### config.mk
export PLATFORM = sky130hd
export DESIGN_NAME = multi_sprite_mover
export DESIGN_NICKNAME = d
export VERILOG_FILES = /design/src/rtl/msm_pkg.sv /design/src/rtl/msm_tick_gen.sv /design/src/rtl/multi_sprite_mover.sv
export SDC_FILE = /design/constraint.sdc
export NUM_CORES = 1
export LEC_CHECK = 0
export ABC_AREA = 0
export CAP_MARGIN = 20
export CELL_PAD_IN_SITES_DETAIL_PLACEMENT = 0
export CELL_PAD_IN_SITES_GLOBAL_PLACEMENT = 1
export CORE_AREA = 10 10 128 130
export DETAILED_ROUTE_END_ITERATION = 8
export DIE_AREA = 0 0 138 140
export PLACE_DENSITY = 0.75
export SLEW_MARGIN = 20
export SYNTH_ARGS = -nofsm -noshare
export SYNTH_HDL_FRONTEND = slang
export SYNTH_HIERARCHICAL = 1
export SYNTH_SLANG_ARGS = --single-unit
### constraint.sdc
create_clock -name clk -period 3.8 [get_ports clk]
set_input_delay 0.76 -clock clk [delete_from_list [all_inputs] [get_ports clk]]
set_output_delay 0.76 -clock clk [all_outputs]
set_load 0.05 [all_outputs]
### src/rtl/msm_pkg.sv
// rtl/msm_pkg.sv - shared constants and state encoding for multi_sprite_mover
// Contents:
//   SCREEN_W / SCREEN_H : VGA adapter resolution (160x120)
//   BLACK / WHITE       : colour constants
//   state_t             : FSM state encoding
package msm_pkg;

  localparam int SCREEN_W = 160;
  localparam int SCREEN_H = 120;

  localparam logic [2:0] BLACK = 3'b000;
  localparam logic [2:0] WHITE = 3'b111;

  typedef enum logic [2:0] {
    S_INIT_DRAW,
    S_WAIT,
    S_SCAN,
    S_ERASE,
    S_DRAW,
    S_NEXT
  } state_t;

endpackage

### src/rtl/msm_tick_gen.sv
// rtl/msm_tick_gen.sv - frame/move tick divider with sticky move-pending flag
// Ports:
//   clk, reset_n : clock, synchronous active-low reset
//   clear_i      : consumer acknowledges the pending move period
//   pending_o    : a move period has elapsed and not yet been consumed
module msm_tick_gen #(
  parameter int FRAME_DIV   = 833333,
  parameter int MOVE_FRAMES = 4
) (
  input  logic clk,
  input  logic reset_n,
  input  logic clear_i,
  output logic pending_o
);

  localparam int FW = (FRAME_DIV > 1) ? $clog2(FRAME_DIV) : 1;
  localparam int MW = (MOVE_FRAMES > 1) ? $clog2(MOVE_FRAMES) : 1;
  localparam logic [FW-1:0] FRAME_LAST = FW'(FRAME_DIV - 1);
  localparam logic [MW-1:0] MOVE_LAST  = MW'(MOVE_FRAMES - 1);

  logic [FW-1:0] frame_cnt_q;
  logic [MW-1:0] move_cnt_q;
  logic          pending_q;
  logic          frame_tick;
  logic          move_tick;

  assign frame_tick = (frame_cnt_q == FRAME_LAST);
  assign move_tick  = frame_tick && (move_cnt_q == MOVE_LAST);

  always_ff @(posedge clk) begin
    if (!reset_n) begin
      frame_cnt_q <= '0;
      move_cnt_q  <= '0;
      pending_q   <= 1'b0;
    end else begin
      frame_cnt_q <= frame_tick ? '0 : frame_cnt_q + 1'b1;
      if (frame_tick) begin
        move_cnt_q <= (move_cnt_q == MOVE_LAST) ? '0 : move_cnt_q + 1'b1;
      end
      // Single sticky bit: periods that elapse while it is still set are dropped.
      // A new period arriving in the same cycle as the acknowledge wins.
      if (move_tick) begin
        pending_q <= 1'b1;
      end else if (clear_i) begin
        pending_q <= 1'b0;
      end
    end
  end

  assign pending_o = pending_q;

endmodule

### src/rtl/multi_sprite_mover.sv
// rtl/multi_sprite_mover.sv - N_OBJ steerable sprites driving the vga_adapter pixel port
// Ports:
//   clk, reset_n                         : clock, synchronous active-low reset
//   dir_left/right/up/down [N_OBJ-1:0]   : per-sprite direction requests (bit i = sprite i)
//   obj_colour [3*N_OBJ-1:0]             : sprite i colour at [3i+2:3i]
//   bg_colour                            : erase colour
//   x, y, colour, plot                   : registered pixel-write port
//   busy                                 : high whenever the FSM is not in S_WAIT
//   move_done                            : one-cycle pulse at the end of each full scan
// Build option: define MSM_WRAP_EN for wrap-around at the screen edges;
// the default build clamps at 0 and X_LIM/Y_LIM.
module multi_sprite_mover
  import msm_pkg::*;
#(
  parameter int N_OBJ       = 2,
  parameter int SPR_W_LOG2  = 2,
  parameter int SPR_H_LOG2  = 2,
  parameter int FRAME_DIV   = 833333,
  parameter int MOVE_FRAMES = 4,
  parameter int INIT_Y      = 50
) (
  input  logic               clk,
  input  logic               reset_n,
  input  logic [N_OBJ-1:0]   dir_left,
  input  logic [N_OBJ-1:0]   dir_right,
  input  logic [N_OBJ-1:0]   dir_up,
  input  logic [N_OBJ-1:0]   dir_down,
  input  logic [3*N_OBJ-1:0] obj_colour,
  input  logic [2:0]         bg_colour,
  output logic [7:0]         x,
  output logic [6:0]         y,
  output logic [2:0]         colour,
  output logic               plot,
  output logic               busy,
  output logic               move_done
);

  localparam int W  = 1 << SPR_W_LOG2;
  localparam int H  = 1 << SPR_H_LOG2;
  localparam int CW = SPR_W_LOG2 + SPR_H_LOG2;
  localparam int IW = (N_OBJ > 1) ? $clog2(N_OBJ) : 1;
  localparam logic [7:0]    X_LIM    = 8'(SCREEN_W - W);
  localparam logic [6:0]    Y_LIM    = 7'(SCREEN_H - H);
  localparam logic [IW-1:0] LAST_IDX = IW'(N_OBJ - 1);
  localparam logic [CW-1:0] CNT_LAST = '1;

  state_t        state_q;
  logic [IW-1:0] idx_q;
  logic [CW-1:0] cnt_q;
  logic [7:0]    pos_x_q [N_OBJ];
  logic [6:0]    pos_y_q [N_OBJ];
  logic [7:0]    old_x_q, new_x_q;
  logic [6:0]    old_y_q, new_y_q;
  logic [7:0]    x_q;
  logic [6:0]    y_q;
  logic [2:0]    colour_q;
  logic          plot_q, busy_q, move_done_q;

  logic          pending;
  logic          clear_pending;
  logic [7:0]    cur_x, nx_d, base_x, px;
  logic [6:0]    cur_y, ny_d, base_y, py;
  logic [2:0]    pix_colour;
  logic          go_l, go_r, go_u, go_d;

  msm_tick_gen #(
    .FRAME_DIV   (FRAME_DIV),
    .MOVE_FRAMES (MOVE_FRAMES)
  ) u_tick_gen (
    .clk       (clk),
    .reset_n   (reset_n),
    .clear_i   (clear_pending),
    .pending_o (pending)
  );

  assign clear_pending = (state_q == S_WAIT) && pending;

  // Candidate position of the sprite under scan. Opposing requests cancel.
  always_comb begin
    cur_x = pos_x_q[idx_q];
    cur_y = pos_y_q[idx_q];
    go_l  = dir_left[idx_q]  & ~dir_right[idx_q];
    go_r  = dir_right[idx_q] & ~dir_left[idx_q];
    go_u  = dir_up[idx_q]    & ~dir_down[idx_q];
    go_d  = dir_down[idx_q]  & ~dir_up[idx_q];
    nx_d  = cur_x;
    ny_d  = cur_y;
`ifdef MSM_WRAP_EN
    if (go_r)      nx_d = (cur_x >= X_LIM) ? 8'd0 : cur_x + 8'd1;
    else if (go_l) nx_d = (cur_x == 8'd0) ? X_LIM : cur_x - 8'd1;
    if (go_d)      ny_d = (cur_y >= Y_LIM) ? 7'd0 : cur_y + 7'd1;
    else if (go_u) ny_d = (cur_y == 7'd0) ? Y_LIM : cur_y - 7'd1;
`else
    if (go_r && (cur_x < X_LIM))     nx_d = cur_x + 8'd1;
    else if (go_l && (cur_x != 8'd0)) nx_d = cur_x - 8'd1;
    if (go_d && (cur_y < Y_LIM))     ny_d = cur_y + 7'd1;
    else if (go_u && (cur_y != 7'd0)) ny_d = cur_y - 7'd1;
`endif
  end

  // Pixel address: column comes from the low counter bits so it varies fastest.
  always_comb begin
    case (state_q)
      S_ERASE: begin
        base_x     = old_x_q;
        base_y     = old_y_q;
        pix_colour = bg_colour;
      end
      S_DRAW: begin
        base_x     = new_x_q;
        base_y     = new_y_q;
        pix_colour = obj_colour[3*idx_q +: 3];
      end
      default: begin
        base_x     = cur_x;
        base_y     = cur_y;
        pix_colour = obj_colour[3*idx_q +: 3];
      end
    endcase
    px = base_x + 8'(cnt_q[SPR_W_LOG2-1:0]);
    py = base_y + 7'(cnt_q[CW-1:SPR_W_LOG2]);
  end

  always_ff @(posedge clk) begin
    if (!reset_n) begin
      state_q     <= S_INIT_DRAW;
      idx_q       <= '0;
      cnt_q       <= '0;
      for (int k = 0; k < N_OBJ; k++) begin
        pos_x_q[k] <= 8'(k * 2 * W);
        pos_y_q[k] <= 7'(INIT_Y);
      end
      old_x_q     <= '0;
      old_y_q     <= '0;
      new_x_q     <= '0;
      new_y_q     <= '0;
      x_q         <= '0;
      y_q         <= '0;
      colour_q    <= BLACK;
      plot_q      <= 1'b0;
      busy_q      <= 1'b0;
      move_done_q <= 1'b0;
    end else begin
      plot_q      <= 1'b0;
      move_done_q <= 1'b0;
      case (state_q)
        S_INIT_DRAW: begin
          busy_q   <= 1'b1;
          plot_q   <= 1'b1;
          x_q      <= px;
          y_q      <= py;
          colour_q <= pix_colour;
          cnt_q    <= cnt_q + 1'b1;
          if (cnt_q == CNT_LAST) begin
            if (idx_q == LAST_IDX) begin
              idx_q   <= '0;
              busy_q  <= 1'b0;
              state_q <= S_WAIT;
            end else begin
              idx_q <= idx_q + 1'b1;
            end
          end
        end
        S_WAIT: begin
          if (pending) begin
            idx_q   <= '0;
            busy_q  <= 1'b1;
            state_q <= S_SCAN;
          end
        end
        S_SCAN: begin
          cnt_q <= '0;
          if ((nx_d == cur_x) && (ny_d == cur_y)) begin
            state_q <= S_NEXT;
          end else begin
            old_x_q <= cur_x;
            old_y_q <= cur_y;
            new_x_q <= nx_d;
            new_y_q <= ny_d;
            state_q <= S_ERASE;
          end
        end
        S_ERASE, S_DRAW: begin
          plot_q   <= 1'b1;
          x_q      <= px;
          y_q      <= py;
          colour_q <= pix_colour;
          cnt_q    <= cnt_q + 1'b1;
          if (cnt_q == CNT_LAST) begin
            if (state_q == S_ERASE) begin
              pos_x_q[idx_q] <= new_x_q;
              pos_y_q[idx_q] <= new_y_q;
              state_q        <= S_DRAW;
            end else begin
              state_q <= S_NEXT;
            end
          end
        end
        S_NEXT: begin
          if (idx_q == LAST_IDX) begin
            idx_q       <= '0;
            move_done_q <= 1'b1;
            busy_q      <= 1'b0;
            state_q     <= S_WAIT;
          end else begin
            idx_q   <= idx_q + 1'b1;
            state_q <= S_SCAN;
          end
        end
        default: begin
          busy_q  <= 1'b0;
          state_q <= S_WAIT;
        end
      endcase
    end
  end

  assign x         = x_q;
  assign y         = y_q;
  assign colour    = colour_q;
  assign plot      = plot_q;
  assign busy      = busy_q;
  assign move_done = move_done_q;

endmodule

After elaboration in Yosys (flattened, before gate mapping)

Memory sizes are Yosys's and may differ from the RTL's. A register that Yosys moved wholly into a read port is not among the register bits.
Index checks and enable logic that the tools add are counted.
W data, S select, Z words.

Register bits: 82
Bits in writable memories: 30
Bits of input ports: 19
Output and inout bits: 21
Memories kept: 2

Memories:

| memory  | words | width | rd ports | clocked after Yosys merged registers in | wr ports | RTL line                 | source |
|---|---|---|---|---|---|---|---|
| pos_x_q | 2     | 8     | 1        | 1                                       | 2        | multi_sprite_mover.sv:50 | `logic [7:0] pos_x_q [N_OBJ];` |
| pos_y_q | 2     | 7     | 1        | 1                                       | 2        | multi_sprite_mover.sv:51 | `logic [6:0] pos_y_q [N_OBJ];` |

$add $sub $neg: 10
Multiply operators: 1
Order comparisons: 3
Equality and inequality tests: 15
Shifts and indexed selects: 1
Multiplexer cells: 54
Bitwise operators: 11
Reduce and logical (&&, ||, !) cells: 24

Operators with widths:

| kind                    | number |
|---|---|
| $mux W1                 | 34 |
| $mux W8                 | 3 |
| $mux W7                 | 3 |
| $add A20 B1 Y20 const B | 1 |
| $eq A20 B20 Y1 const B  | 1 |
| $mux W3                 | 6 |
| $pmux W8 S2             | 1 |
| $pmux W3 S5             | 1 |
| $pmux W7 S2             | 1 |
| $add A8 B1 Y8 const B   | 1 |
| $add A8 B2 Y8           | 1 |
| $eq A8 B8 Y1            | 1 |
| $lt A8 B8 Y1 const B    | 1 |
| $ne A2 B2 Y1 const B    | 4 |
| $pmux W4 S2             | 1 |
| $reduce_bool A8 Y1      | 1 |
| $reduce_or A8 Y1        | 1 |
| $sub A8 B1 Y8 const B   | 1 |
| $add A7 B1 Y7 const B   | 1 |
| $add A7 B2 Y7           | 1 |
| $eq A7 B7 Y1            | 1 |
| $logic_and A1 B1 Y1     | 7 |
| $lt A7 B7 Y1 const B    | 1 |
| $not A1 Y1              | 7 |
| other kinds (27)        | 38 |

Longest topological paths before layout

Depth after elaboration: 11
Mapped depth: 13
Depth with buffers taken out: 9

Hierarchy

The synthesis kept the hierarchy.

Modules (own cells, without submodules):

| module             | times used | cells an instance | area an instance (um2) |
|---|---|---|---|
| multi_sprite_mover | 1          | 563               | 5198.7 |
| msm_tick_gen       | 1          | 121               | 1086.0 |

Worst setup path before layout

No wires, ideal clock.

Path type: reg2reg
Start point: reg (tool-made name)
End point: reg old_x_q[0]
Arrival: 2.808 ns
Required time: 3.720 ns
Slack: 0.912 ns
Stages on the path, launching flop included: 14
Clock period less this slack: 2.888 ns
Cell sequence: dfxtp_1 > buf_6 > buf_6 > buf_6 > buf_2 > buf_2 > mux2i_1 > ha_1 > o211ai_1 > a2bb2oi_2 > o31a_1 > buf_6 > buf_6 > a211oi_2

RTL lines:

| what                 | RTL line                  | source |
|---|---|---|
| to (signal assigned) | multi_sprite_mover.sv:176 | `old_x_q <= cur_x;` |
| to (decl)            | multi_sprite_mover.sv:52  | `logic [7:0] old_x_q, new_x_q;` |

==> impl_metrics.toml <==
[global_route]
antenna_found_initial = 0
grt_max_degree = 60
grt_first_pass_wirelength_um = 26300
grt_pass1_vias = 5145
grt_overflow = 0
grt.total_usage_pct = 16.4

[sta]
tns_ps = 0
relSlewSlack_pct = 34.6
skew_ps = 12.0
rsz0062_at_grt = "no"
finalHoldViolations = 0
fin_crit_sh_pct = 77.7
drv_slew = 0
clock.fmax_ghz = 0.338
worst_pin_slew_ps = 977
fin_crit_ps = 2950
finalSetupViolCount = 0

[synthesis]
synth_area_leader_cell = "dfxtp_1"
syn_area_per_cell_um2 = 9.19
synth_most_common_cell = "dfxtp_1"
syn_inst = 684
synth_edf_count = 30
mappedNetlistArea_um2 = 6280
synth_area_leaders = "dfxtp_1 26%, edfxtp_1 14%, nor2_1 4.3%, mux2i_1 3.5%, nand2_1 3.2%"
ys_ff_latch = 113
ys_seq_area_share_pct = 40.8
async_reset_ff_share_pct = 0
yosys_most_used_dff = "dfxtp_1"
synthTopCellsByCount = "83 x dfxtp_1, 72 x nor2_1, 53 x nand2_1, 36 x a21oi_1, 30 x edfxtp_1"
synthDistinctLibCells = 83
ys.warnings.count = 6
synth_top_cell_area_share_pct = 26.4
syn_nets = 717

[detailed_routing]
drtIter0Drc = 332
drt_first_pass_iters = 5
drc = 0
viasPerCell = 5.78
wl_um = 15700
wire_per_inst_um = 17.1
vias = 5310
postRouteAntennaNets = 0

[placement]
place_inst = 888
place_area_um2 = 6890
port_buffers = 39
gp_congestion = 0.829
dpl.hpwl_um = 11100

[clock_network]
postCtsSetupBuffers = 0
cts_buffer_depth = 2
cts_root_buf = "clkbuf_16"
cts_tree = "done"
clkSinkCount = 113
clock_latency_ps = 410
cts_resized = 0
path_clk_slew_ps = 50
cts_buffers = 17
hold_buffers = 0
cts.htree.levels = 4

[power]
p_leak_nw = 2.58
finalPower_mw = 3.03
vdd_drop_max_uv = 233
power_density_nw_per_um2 = 406

[floorplanning]
core-area_um2 = 13800
num_rows = 43
die_area_um2 = 19300
die_y_um = 140
io_pins = 40
die_x_um = 138
start_util_pct = 45.6

[setup_path]
cp_slowest_cell = "dfxtp_1"
arrival_ps = 3240
required_ps = 4080
cp-start-kind = "register"
critical_path_peak_fanout = 59
max_stage_delay_ps = 630
cp_cell_sequence = "buf_4 -> nor4b_1 -> o2111a_1 -> o22ai_1 -> buf_4 -> o31a_2 -> buf_12 -> o2111ai_1 -> mux2i_1"
crit_top_cell = "buf_4"
worstSetupEndpointType = "register"
path_class = "register to register"

[worst_hold_path]
min_from = "colour[1]"
hp-class = "register to register"

[final_layout]
seq_area_um2 = 2560
multi_input_area_um2 = 3440
antenna_cells = 0
drive_gt1_share_pct = 11.9
final_util_pct = 54.2
finalInstanceArea_um2 = 7470
fin_nets = 760
fin_cells = 918
fillers = 1289
area.growth.synth_to_final_pct = 18.9

[outcome]
status = "finished, final reports clean"

[run]
drv_cap = 0
-- flip-flops by register name, indices dropped and copies added (netlist names), named ones only --
signal                  cells
u_tick_gen/frame_cnt_q     20
pos_y_q                    14
u_tick_gen/pending_o        1
idx_q                       1
cnt_q                       4
pos_x_q                    16
busy                        1
x                           8
new_y_q                     7
plot                        1
old_x_q                     8
new_x_q                     8
y                           7
u_tick_gen/move_cnt_q       2
old_y_q                     7
colour                      3
state_q                     3
move_done                   1
-- layout make-up --
type	instances	share of cell area (%)
Clock buffer	26	7.10
Clock inverter	4	0.620
Inverter	15	0.754
Tap cell	180	3.01
Multi-Input combinational cell	514	46.1
Timing Repair Buffer	66	8.11
Sequential cell	113	34.3
-- stage by stage --
stage / hold WS (ps) / setup WS [ps]
final: 452 / 846
after global routing: 478 / 645
after CTS: 457 / 865
after detailed placement: 446 / 760
after global placement: 439 / 768
after floorplan: 438 / 912
-- final timing paths --
| path | end | slack (ps) | cells past startpoint |
|---|---|---|---|
| setup / recovery | state_q[1] | 850 | 9 |
| hold / removal | colour[1] | 450 | 2 |
| setup reg to reg | state_q[1] | 850 | 9 |
| hold reg to reg | colour[1] | 450 | 2 |
-- layer usage --
metal / wire length, um / track usage, % / up-vias / part of all wire [%]
met5: 0 / 0 / - / 0
met1: 7700 / 21.9 / 2572 / 49
met4: 189 / 5.38 / 0 / 1.2
met2: 7170 / 25.0 / 117 / 46
met3: 677 / 4.29 / 19 / 4.3
li1: - / - / 2602 / -
-- cell usage in the layout (no fill, tap or decap), drive strengths merged, types with 4 or more instances in the layout --
cell	n
dfxtp	83
nor2	73
nand2	53
clkdlybuf4s50	39
a21oi	36
edfxtp	30
o21ai	30
and2	28
a211oi	28
buf	27
clkbuf	26
mux2i	25
xnor2	22
nor3	22
nand3	20
nand2b	15
inv	15
a22oi	14
xor2	12
ha	12
nor4	11
nand4	9
o211ai	8
nand3b	7
a221oi	7
nor3b	7
nand4b	5
a22o	4
o22ai	4
a31oi	4
a21o	4
-- power breakdown --
group          leakage [nW]  internal (mW)  switching [mW]
clock                 0.288           1.01           0.515
sequential            0.960           1.26          0.0217
combinational          1.33         0.0861           0.134
-- logic make-up after synthesis --
group | share of synthesized area (%)
AOI/OAI and AO/OA | 18.6
adders and majority gates | 3.19
and+or+nand+nor | 23.8
buffers and inverters | 4.54
muxes | 4.34
DFF | 40.8
xor gates and xnor gates | 4.74
-- critical path: cells and delay by family, from the launching register on --
family,cells,cell delay (ps)
AOI/OAI and AO/OA,4,980
buffers and inverters,3,700
DFF,1,630
muxes,1,90
and+or+nand+nor,1,400
No activity file was read; power rests on OpenSTA's default activity.
